[src/rtl/collide_sweep_scheduler.sv]
// Purpose: steps one collision sweep of an NX x NY lattice through a single collider, writing results back in address order.
// Latency: a result reaches the write port 2 cycles after its rd_valid, at the earliest; done follows the last accepted write by 1 cycle.
// Backpressure: wr_ready=0 stalls the FIFO head. Reads stop once in_flight + fifo_count reaches DEPTH, so the FIFO cannot overflow.
//
// Ports:
//   clk, rst                      clock; asynchronous active-high reset
//   start, omega                  sweep request; omega (Q3.13) is latched when start is accepted in IDLE
//   rd_en, rd_addr                read request to population memory
//   rd_data, rd_valid             returned populations, in order, one per rd_en
//   col_f, col_omega, col_f_new   registered collider input and its combinational result
//   wr_en, wr_addr, wr_data       write request (FIFO head)
//   wr_ready                      write accepted when wr_en && wr_ready
//   busy, done                    busy in RUN/DRAIN; done pulses once per sweep
module collide_sweep_scheduler #(
  parameter int NX     = 16,
  parameter int NY     = 16,
  parameter int ADDR_W = 8,
  parameter int DEPTH  = 4
) (
  input  logic              clk,
  input  logic              rst,
  input  logic              start,
  input  logic [15:0]       omega,
  output logic              rd_en,
  output logic [ADDR_W-1:0] rd_addr,
  input  logic [143:0]      rd_data,
  input  logic              rd_valid,
  output logic [143:0]      col_f,
  output logic [15:0]       col_omega,
  input  logic [143:0]      col_f_new,
  output logic              wr_en,
  output logic [ADDR_W-1:0] wr_addr,
  output logic [143:0]      wr_data,
  input  logic              wr_ready,
  output logic              busy,
  output logic              done
);

  localparam int CW = ADDR_W + 1;          // one extra bit so the count can reach NX*NY
  localparam int PW = $clog2(DEPTH);
  localparam int NW = $clog2(DEPTH + 1);
  localparam logic [CW-1:0] LAST_C  = CW'(NX * NY - 1);
  localparam logic [CW-1:0] TOTAL_C = CW'(NX * NY);
  localparam logic [NW:0]   DEPTH_C = (NW + 1)'(DEPTH);

  typedef enum logic [1:0] {IDLE, RUN, DRAIN} state_t;

  state_t          state_q, state_d;
  logic [15:0]     omega_q, omega_d;
  logic [CW-1:0]   rd_cnt_q, rd_cnt_d;
  logic [CW-1:0]   wr_cnt_q, wr_cnt_d;
  logic [NW-1:0]   in_flight_q, in_flight_d;
  logic [NW-1:0]   fifo_cnt_q, fifo_cnt_d;
  logic            stg_vld_q, stg_vld_d;
  logic [143:0]    col_f_q, col_f_d;
  logic [143:0]    mem_q [DEPTH];
  logic [143:0]    mem_d [DEPTH];
  logic [PW-1:0]   head_q, head_d;
  logic [PW-1:0]   tail_q, tail_d;
  logic            done_q, done_d;

  logic            issue;
  logic            push;
  logic            pop;
  logic [NW:0]     credit_sum;

  always_comb begin
    credit_sum  = {1'b0, in_flight_q} + {1'b0, fifo_cnt_q};
    // Every issued read holds one credit until its result leaves the FIFO.
    issue       = (state_q == RUN) && (rd_cnt_q < TOTAL_C) && (credit_sum < DEPTH_C);
    push        = stg_vld_q;
    pop         = (fifo_cnt_q != '0) && wr_ready;

    state_d     = state_q;
    omega_d     = omega_q;
    rd_cnt_d    = rd_cnt_q;
    wr_cnt_d    = wr_cnt_q;
    in_flight_d = in_flight_q + NW'(issue) - NW'(push);
    fifo_cnt_d  = fifo_cnt_q + NW'(push) - NW'(pop);
    stg_vld_d   = rd_valid && (state_q != IDLE);
    col_f_d     = col_f_q;
    mem_d       = mem_q;
    head_d      = head_q;
    tail_d      = tail_q;
    done_d      = 1'b0;

    if (stg_vld_d) col_f_d = rd_data;
    if (issue) rd_cnt_d = rd_cnt_q + 1'b1;
    if (push) begin
      mem_d[tail_q] = col_f_new;
      tail_d        = tail_q + 1'b1;   // DEPTH is a power of 2, so pointers wrap naturally
    end
    if (pop) begin
      head_d   = head_q + 1'b1;
      wr_cnt_d = wr_cnt_q + 1'b1;
    end

    unique case (state_q)
      IDLE: begin
        if (start) begin
          omega_d  = omega;
          rd_cnt_d = '0;
          wr_cnt_d = '0;
          state_d  = RUN;
        end
      end
      RUN: begin
        if (issue && (rd_cnt_q == LAST_C)) state_d = DRAIN;
      end
      DRAIN: begin
        if (pop && (wr_cnt_q == LAST_C)) begin
          done_d  = 1'b1;
          state_d = IDLE;
        end
      end
      default: state_d = IDLE;
    endcase
  end

  always_ff @(posedge clk or posedge rst) begin
    if (rst) begin
      state_q     <= IDLE;
      omega_q     <= '0;
      rd_cnt_q    <= '0;
      wr_cnt_q    <= '0;
      in_flight_q <= '0;
      fifo_cnt_q  <= '0;
      stg_vld_q   <= 1'b0;
      col_f_q     <= '0;
      head_q      <= '0;
      tail_q      <= '0;
      done_q      <= 1'b0;
      for (int i = 0; i < DEPTH; i++) mem_q[i] <= '0;
    end else begin
      state_q     <= state_d;
      omega_q     <= omega_d;
      rd_cnt_q    <= rd_cnt_d;
      wr_cnt_q    <= wr_cnt_d;
      in_flight_q <= in_flight_d;
      fifo_cnt_q  <= fifo_cnt_d;
      stg_vld_q   <= stg_vld_d;
      col_f_q     <= col_f_d;
      head_q      <= head_d;
      tail_q      <= tail_d;
      done_q      <= done_d;
      mem_q       <= mem_d;
    end
  end

  assign rd_en     = issue;
  assign rd_addr   = rd_cnt_q[ADDR_W-1:0];
  assign col_f     = col_f_q;
  assign col_omega = omega_q;
  assign wr_en     = (fifo_cnt_q != '0);
  assign wr_addr   = wr_cnt_q[ADDR_W-1:0];
  assign wr_data   = mem_q[head_q];
  assign busy      = (state_q != IDLE);
  assign done      = done_q;

endmodule

[config.mk]
export PLATFORM = sky130hd
export DESIGN_NAME = collide_sweep_scheduler
export DESIGN_NICKNAME = d
export VERILOG_FILES = /design/src/rtl/collide_sweep_scheduler.sv
export SDC_FILE = /design/constraint.sdc
export NUM_CORES = 1
export LEC_CHECK = 0
export CAP_MARGIN = 20
export CORE_MARGIN = 3
export CORE_UTILIZATION = 50
export CTS_CLUSTER_SIZE = 25
export DETAILED_ROUTE_END_ITERATION = 10
export PLACE_DENSITY = 0.78
export SYNTH_ARGS = -nofsm -noshare
export SYNTH_HDL_FRONTEND = slang
export SYNTH_SLANG_ARGS = --single-unit
[constraint.sdc]
create_clock -name clk -period 30.5 [get_ports clk]
set_input_delay 3.05 -clock clk [delete_from_list [all_inputs] [get_ports clk]]
set_output_delay 3.05 -clock clk [all_outputs]
set_load 0.03 [all_outputs]
==> parameters.txt <==
Parameter                              Value

Logic synthesis
  Count of flip-flops with a built-in enable after synthesis    0
  Proportion of netlist area held by the largest area contributor    59.5%
  Part of the Yosys area used for sequential elements    59.5%
  Synth Area in XOR/XNOR    0.380%
  Area of the mapped netlist    0.0323 sq mm
  Share of synthesized area spent on multiplexers    35.2%
  Post-Synthesis Cells    1,939
  Warning count from the yosys run    0
  Async S/R FF share, synth    100%
  Number of distinct library cells after synthesis    36
  Avg Inst Size Synth    16.7 sq um
  Main combinational cell family by area after synthesis    multiplexers
  Simple-gate area share of the yosys netlist    1.56%
  Yosys reg bits    768
  Post-Synth Adder-Cell Area    0.666%
  Leading cell types by total area after synthesis    dfrtp_1, mux2_2, mux4_2
  Post-synthesis net count    2,264
  Leading area contributor after synthesis    dfrtp_1
  Compound-Gate Fraction of Synth Area    0.333%
  Primary flip-flop cell chosen by synthesis mapping    dfrtp_1

Die
  Total number of placement rows    92
  Core box area    0.0635 sq mm
  Overall die height    260 um
  Number of top-level pins    633
  Die width    260 um
  Total Die Area    0.0677 sq mm
  Initial core utilization    50.8%

Power and ir drop
  Static Leak    17.4 nW
  Largest vdd supply drop    53.2 uV
  Design Power    4.79 mW
  Power density over the cells    114 mW/mm^2

STA
  Share of the clock period used by the worst path    23.5%
  Setup repair after global routing missed its margin    false
  Max Clock Skew    20.8 ps
  Number of failing hold endpoints at the final stage    0
  Final worst-path setup slack    23,340 ps
  Slew Limit Headroom    21.3%
  Tightest Pin Transition    1180 ps
  Max Fclk    0.140 GHz
  Final critical delay including setup and external delays    7160 ps
  Setup violations, final    0
  Aggregate negative setup slack    0 ps
  Final Max Slew Viols    0

Final layout
  Layout area overhead    29.7%
  Layout cell share with drive strength beyond 1    39.3%
  Layout Nets    2,871
  Count of filler cells inserted in the layout    4,394

Place
  Half-perimeter wire length after detailed placement    58,300 um
  Placer's final routability congestion estimate    0.838
  Number of port buffers    632
  Pre-CTS setup slack    22,490 ps

Clock network
  Number of hold-repair buffers added at the cts stage    0
  Clock slew at reported path FFs    60 ps
  Latest clock arrival within the worst-skew pair    610 ps
  H-Tree Level Count    3
  Number of gates resized after cts    0
  CTS root buf    clkbuf_16
  Clock sinks    768
  Total CTS buffers    80
  Clock tree from TritonCTS    done
  Post-CTS setup repair buffer count    0
  Number of buffers between clock root and the deepest sink    3

Min path
  Worst hold stages    2
  Start point of the worst min-delay path    col_omega[10]
  Worst min path class    flip-flop to flip-flop

Critical path
  Worst path top cell family by delay    buffers and inverters
  Buffers plus inverters on the worst setup path    6
  Cell mode on critical path    buf_4
  Stages on the worst setup path    6
  Largest fanout on the critical path    200
  Reg2reg start    state_q[0]
  Crit start category    input pin
  CP Capture Type    asynchronous set/reset pin
  Worst-path cell with the longest stage delay    buf_4
  Slowest Stage Delay on Critical Path    880 ps
  Cells on worst reg2reg path    5
  Critical path arrival    7750 ps
  Category of the critical setup timing path    input pin to asynchronous set/reset pin
  Critical Path Source    rst
  List of cells traversed by the critical path    clkdlybuf4s50_1, inv_8, buf_12, buf_4, buf_4, buf_4
  Worst endpoint required time    31,090 ps

Run status
  Outcome    complete, no violations

GRT
  Global Route Usage Sum    24.8%
  Leftover overflow at the end of global routing    0
  Global-route wire length before repair    128,000 um
  Number of antenna violations at the first check in global routing    23
  Via count of the first global-routing pass    21,400
  Largest net degree at the start of global routing    201

Drt
  Per-cell via count in the routed design    5.53
  Initial DRT Pass Iterations    4
  Vias after detailed routing    19,200
  Detail Route Antenna Nets    0
  Iteration-0 DRC count of the detailed router    1,027
  Mean routed wirelength per cell    24.4 um
  Total wirelength of the detailed-routed design    84,500 um
  DRC Markers    0

Flow run
  Maximum Capacitance Violations    0
[synth_stat cells (2+ instances only)]
library cell	n
fa_1	2
inv_1	17
o21ai_0	6
or3_1	3
mux2_2	718
a21oi_1	7
or3_2	2
ha_1	14
buf_2	88
buf_4	17
nand4_1	5
mux4_2	144
nand3_1	7
buf_1	11
clkbuf_1	9
mux2_1	2
nor3_1	2
xnor2_1	10
buf_6	6
and2_1	2
nor2_1	12
xor2_1	4
nand2_1	69
and3_1	3
dfrtp_1	768
[per-layer routing]
layer / GRT usage (%) / vias up / part of all wire (%)
met4: 10.6 / 4 / 4.3
li1: - / 8327 / -
met5: 0 / - / 0.033
met3: 6.08 / 161 / 6.2
met1: 28.2 / 10100 / 36
met2: 44.3 / 547 / 53
[cells by family (layout without fill, tap and decap cells)]
logic type,count (synthesis),in the layout
other,0,24
AOI/OAI and AO/OA,18,18
and+or+nand+nor,110,110
adders and majority gates,16,16
buffers and inverters,148,808
DFF,768,768
xor gates and xnor gates,14,14
muxes,865,865
[path summary, 6_finish.rpt]
| kind | to | slack (ps) |
|---|---|---|
| worst min register to register | col_omega[10] | 470 |
| worst min-delay path | col_omega[10] | 470 |
| max in group clk | wr_data[51] | 23450 |
| worst max-delay path | mem_q[441] | 23340 |
| min in group asynchronous | col_omega[13] | 2920 |
| worst max register to register | col_f[9] | 27670 |
[cells in the final DEF, fill, tap and decap left out, drive strengths merged]
master / netlist / routed
a211oi: 1 / 1
a21o: 1 / 1
a21oi: 7 / 7
and2: 2 / 2
and2b: 1 / 1
and3: 3 / 3
buf: 122 / 24
bufinv: 0 / 3
clkbuf: 9 / 113
clkdlybuf4s50: 0 / 632
clkinv: 0 / 13
clkinvlp: 0 / 3
dfrtp: 768 / 768
diode: 0 / 24
fa: 2 / 2
ha: 14 / 14
inv: 17 / 20
mux2: 720 / 720
mux2i: 1 / 1
mux4: 144 / 144
nand2: 69 / 69
nand3: 8 / 8
nand4: 5 / 5
nor2: 12 / 12
nor2b: 1 / 1
nor3: 2 / 2
nor4: 1 / 1
o21a: 1 / 1
o21ai: 6 / 6
o31ai: 2 / 2
or3: 5 / 5
or4: 1 / 1
xnor2: 10 / 10
xor2: 4 / 4
[registers in the layout, indices dropped and copies added (netlist names)]
name         cells
mem_q          576
col_f          144
col_omega       16
rd_cnt_q         9
wr_cnt_q         9
fifo_cnt_q       3
in_flight_q      3
head_q           2
state_q          2
tail_q           2
done             1
push             1
[stage by stage]
stage	instance area (sq um)	hold WS [ps]	cells	utilization, %
floorplan	32300	461	1939	-
global placement	39200	462	3307	61.7
detailed placement	39200	462	3307	61.7
finish	41900	474	3469	65.9
global route	41900	485	3461	65.9
CTS	41800	477	3442	65.7
[report_power, final]
part           switching (mW)  internal (mW)
Sequential              0.229           1.45
Combinational            1.05           1.11
Clock                   0.389          0.560
[layout make-up]
| type | count | area, sq um | share of cell area [%] |
|---|---|---|---|
| clock inverters | 22 | 215 | 0.514 |
| multi-input cells | 1023 | 12300 | 29.5 |
| clock buffers | 113 | 2350 | 5.61 |
| flip-flops and latches | 768 | 19200 | 45.9 |
| inverters | 17 | 71.3 | 0.170 |
| diodes | 24 | 60.1 | 0.143 |
| repair buffers | 656 | 6570 | 15.7 |
| well taps | 846 | 1060 | 2.53 |
[worst min-delay path, cell delays in order, from the launching register on]
cell and delay (ps):
dfrtp_1 340, nand2_1 50, nand2_1 50
Power figures use the tool's default switching activity.
==> RTL edit (config.mk and constraints unchanged) <==
Set the parameter `DEPTH` to 8 (it was 4).
--- a/src/rtl/collide_sweep_scheduler.sv
+++ b/src/rtl/collide_sweep_scheduler.sv
@@ -16,5 +16,5 @@
   parameter int NY     = 16,
   parameter int ADDR_W = 8,
-  parameter int DEPTH  = 4
+  parameter int DEPTH  = 8
 ) (
   input  logic              clk,
Function: not settled (the Yosys comparison gave no result); the edit may change what the design does.
==> RTL edit against the unedited design <==
- critical path depth did not move
- cell area rose by 70%
- synthesized cell count rose by 82%
- sequential cell count rose by 580
- largest power group unchanged
- area after synthesis rose by 82%
- worst setup slack got worse by 1.7 ns
- power rose by 79%
- routed wire length rose by 63%
- critical path type is now register to primary output
- sequential share of layout area rose by 1.4 points
==> RTL edit: results (changes against the unedited design) <==
\begin{tabular}{lr}
\hline
Metric & Value \\
\hline
\multicolumn{2}{l}{\textbf{Synthesis}} \\
Total nets after synthesis & 3,849 (+70\%) \\
Top cells by area, synth & dfrtp\_1 (57\%), mux2\_2 (28\%), mux4\_2 (11\%), clkbuf\_1 (0.81\%), buf\_2 (0.80\%) \\
List of most frequent post-synthesis cells & mux2\_2 (1,442), dfrtp\_1 (1,348), mux4\_2 (288), clkbuf\_1 (127), buf\_2 (94) \\
Share of synthesized area spent on multiplexers & 38.7\% (+3.6 points) \\
Adder-cell area share of the yosys netlist & 0.451\% (-0.21 points) \\
Distinct cell type count of the synthesized netlist & 42 (+17\%) \\
Complex-gate fraction of the synthesized area & 0.170\% (-0.16 points) \\
Post-Synth XOR/XNOR Area & 0.268\% (-0.11 points) \\
Sequential fraction of the synthesis area & 57.4\% (-2.1 points) \\
\multicolumn{2}{l}{\textbf{Placed design}} \\
Half-perimeter wire length of the detailed placement result & 80,900 um (+39\%) \\
Post-placement setup slack & 22.37 ns (-0.120 ns) \\
Post-place instance area & 0.0664 mm2 (+69\%) \\
\multicolumn{2}{l}{\textbf{Global routing}} \\
Combined global-route utilization of all metal layers & 23.0\% (-1.8 points) \\
Number of antenna violations at the first check in global routing & 22 (-4.3\%) \\
Largest net degree at the start of global routing & 191 (-5.0\%) \\
First-pass GRT wire length & 217,000 um (+70\%) \\
\multicolumn{2}{l}{\textbf{Status}} \\
Result of the run & finished clean \\
\multicolumn{2}{l}{\textbf{Detailed routing}} \\
Detailed-route vias per instance & 5.70 (+3.2\%) \\
Count of routing violations after the opening detailed-route iteration & 1,770 (+72\%) \\
Drt total wl & 138,000 um (+63\%) \\
\multicolumn{2}{l}{\textbf{Clock tree}} \\
Total CTS buffers & 144 (+80\%) \\
Latest clock arrival within the worst-skew pair & 0.75 ns (+0.14 ns) \\
Number of H-tree levels & 4 (+1) \\
\multicolumn{2}{l}{\textbf{Cells and area}} \\
Layout cell share with drive strength beyond 1 & 48.1\% (+8.9 points) \\
Number of nets at the end of the flow & 4,429 (+54\%) \\
Largest register FFs & 1,152 (+100\%) \\
\multicolumn{2}{l}{\textbf{Worst setup path}} \\
Critical-path maximum fanout & 63 (-69\%) \\
Highest cell delay on the worst timing path & 1.08 ns (+0.20 ns) \\
\multicolumn{2}{l}{\textbf{Timing}} \\
Worst slew pin tran & 1.11 ns (-0.0713 ns) \\
\multicolumn{2}{l}{\textbf{Power}} \\
Leakage & 29.4 nW (+69\%) \\
\hline
\end{tabular}
RTL edit: cell type report:
cell class	count	share of cell area (%)
clock inverters	55	0.898
clock buffers	210	5.93
multi-input cells	1904	33.5
diodes	13	0.0456
inverters	18	0.100
repair buffers	684	9.60
well taps	1524	2.67
flip-flops and latches	1348	47.3
RTL edit: power by group:
group,total [mW],leakage [nW],switching (mW),internal (mW)
registers,3.08,15.9,0.460,2.62
clock network,1.77,2.39,0.741,1.03
logic,3.75,11.1,1.69,2.07
total,8.60,29.4,2.89,5.71
RTL edit: logic make-up (layout without fill, tap and decap cells):
kind of cell,count (synthesis),after routing
adder cells (fa/ha/maj),20,20
buffers and inverters,268,967
other,0,13
multiplexers,1733,1733
AO/OA/AOI/OAI,15,15
AND/OR/NAND/NOR,118,118
XOR/XNOR,18,18
flip-flops,1348,1348
RTL edit: layer usage:
metal / track usage (%) / vias up / wire length (um)
met3: 6.14 / 244 / 7980
met2: 38.8 / 730 / 69000
li1: - / 14271 / -
met1: 28.9 / 17564 / 56600
met5: 0 / - / 105
met4: 7.62 / 14 / 4000
RTL edit: path summary, 6_finish.rpt:
| kind | start | to | slack (ns) |
|---|---|---|---|
| max | head_q[1] | wr_data[14] | 21.61 |
| min | col_omega[10] | col_omega[10] | 0.48 |
| max reg2reg | push | mem_q[434] | 27.01 |
| min reg2reg | col_omega[10] | col_omega[10] | 0.48 |
| max in group asynchronous | rst | mem_q[1151] | 24.66 |
| min in group asynchronous | rst | mem_q[1117] | 2.83 |
RTL edit: worst register-to-register path: stages, from the launching register on:
cell and delay, ns:
dfrtp_1 0.61, nand2b_1 0.23, nor3b_2 0.26, buf_4 0.80
buf_4 0.92, mux2_2 0.54
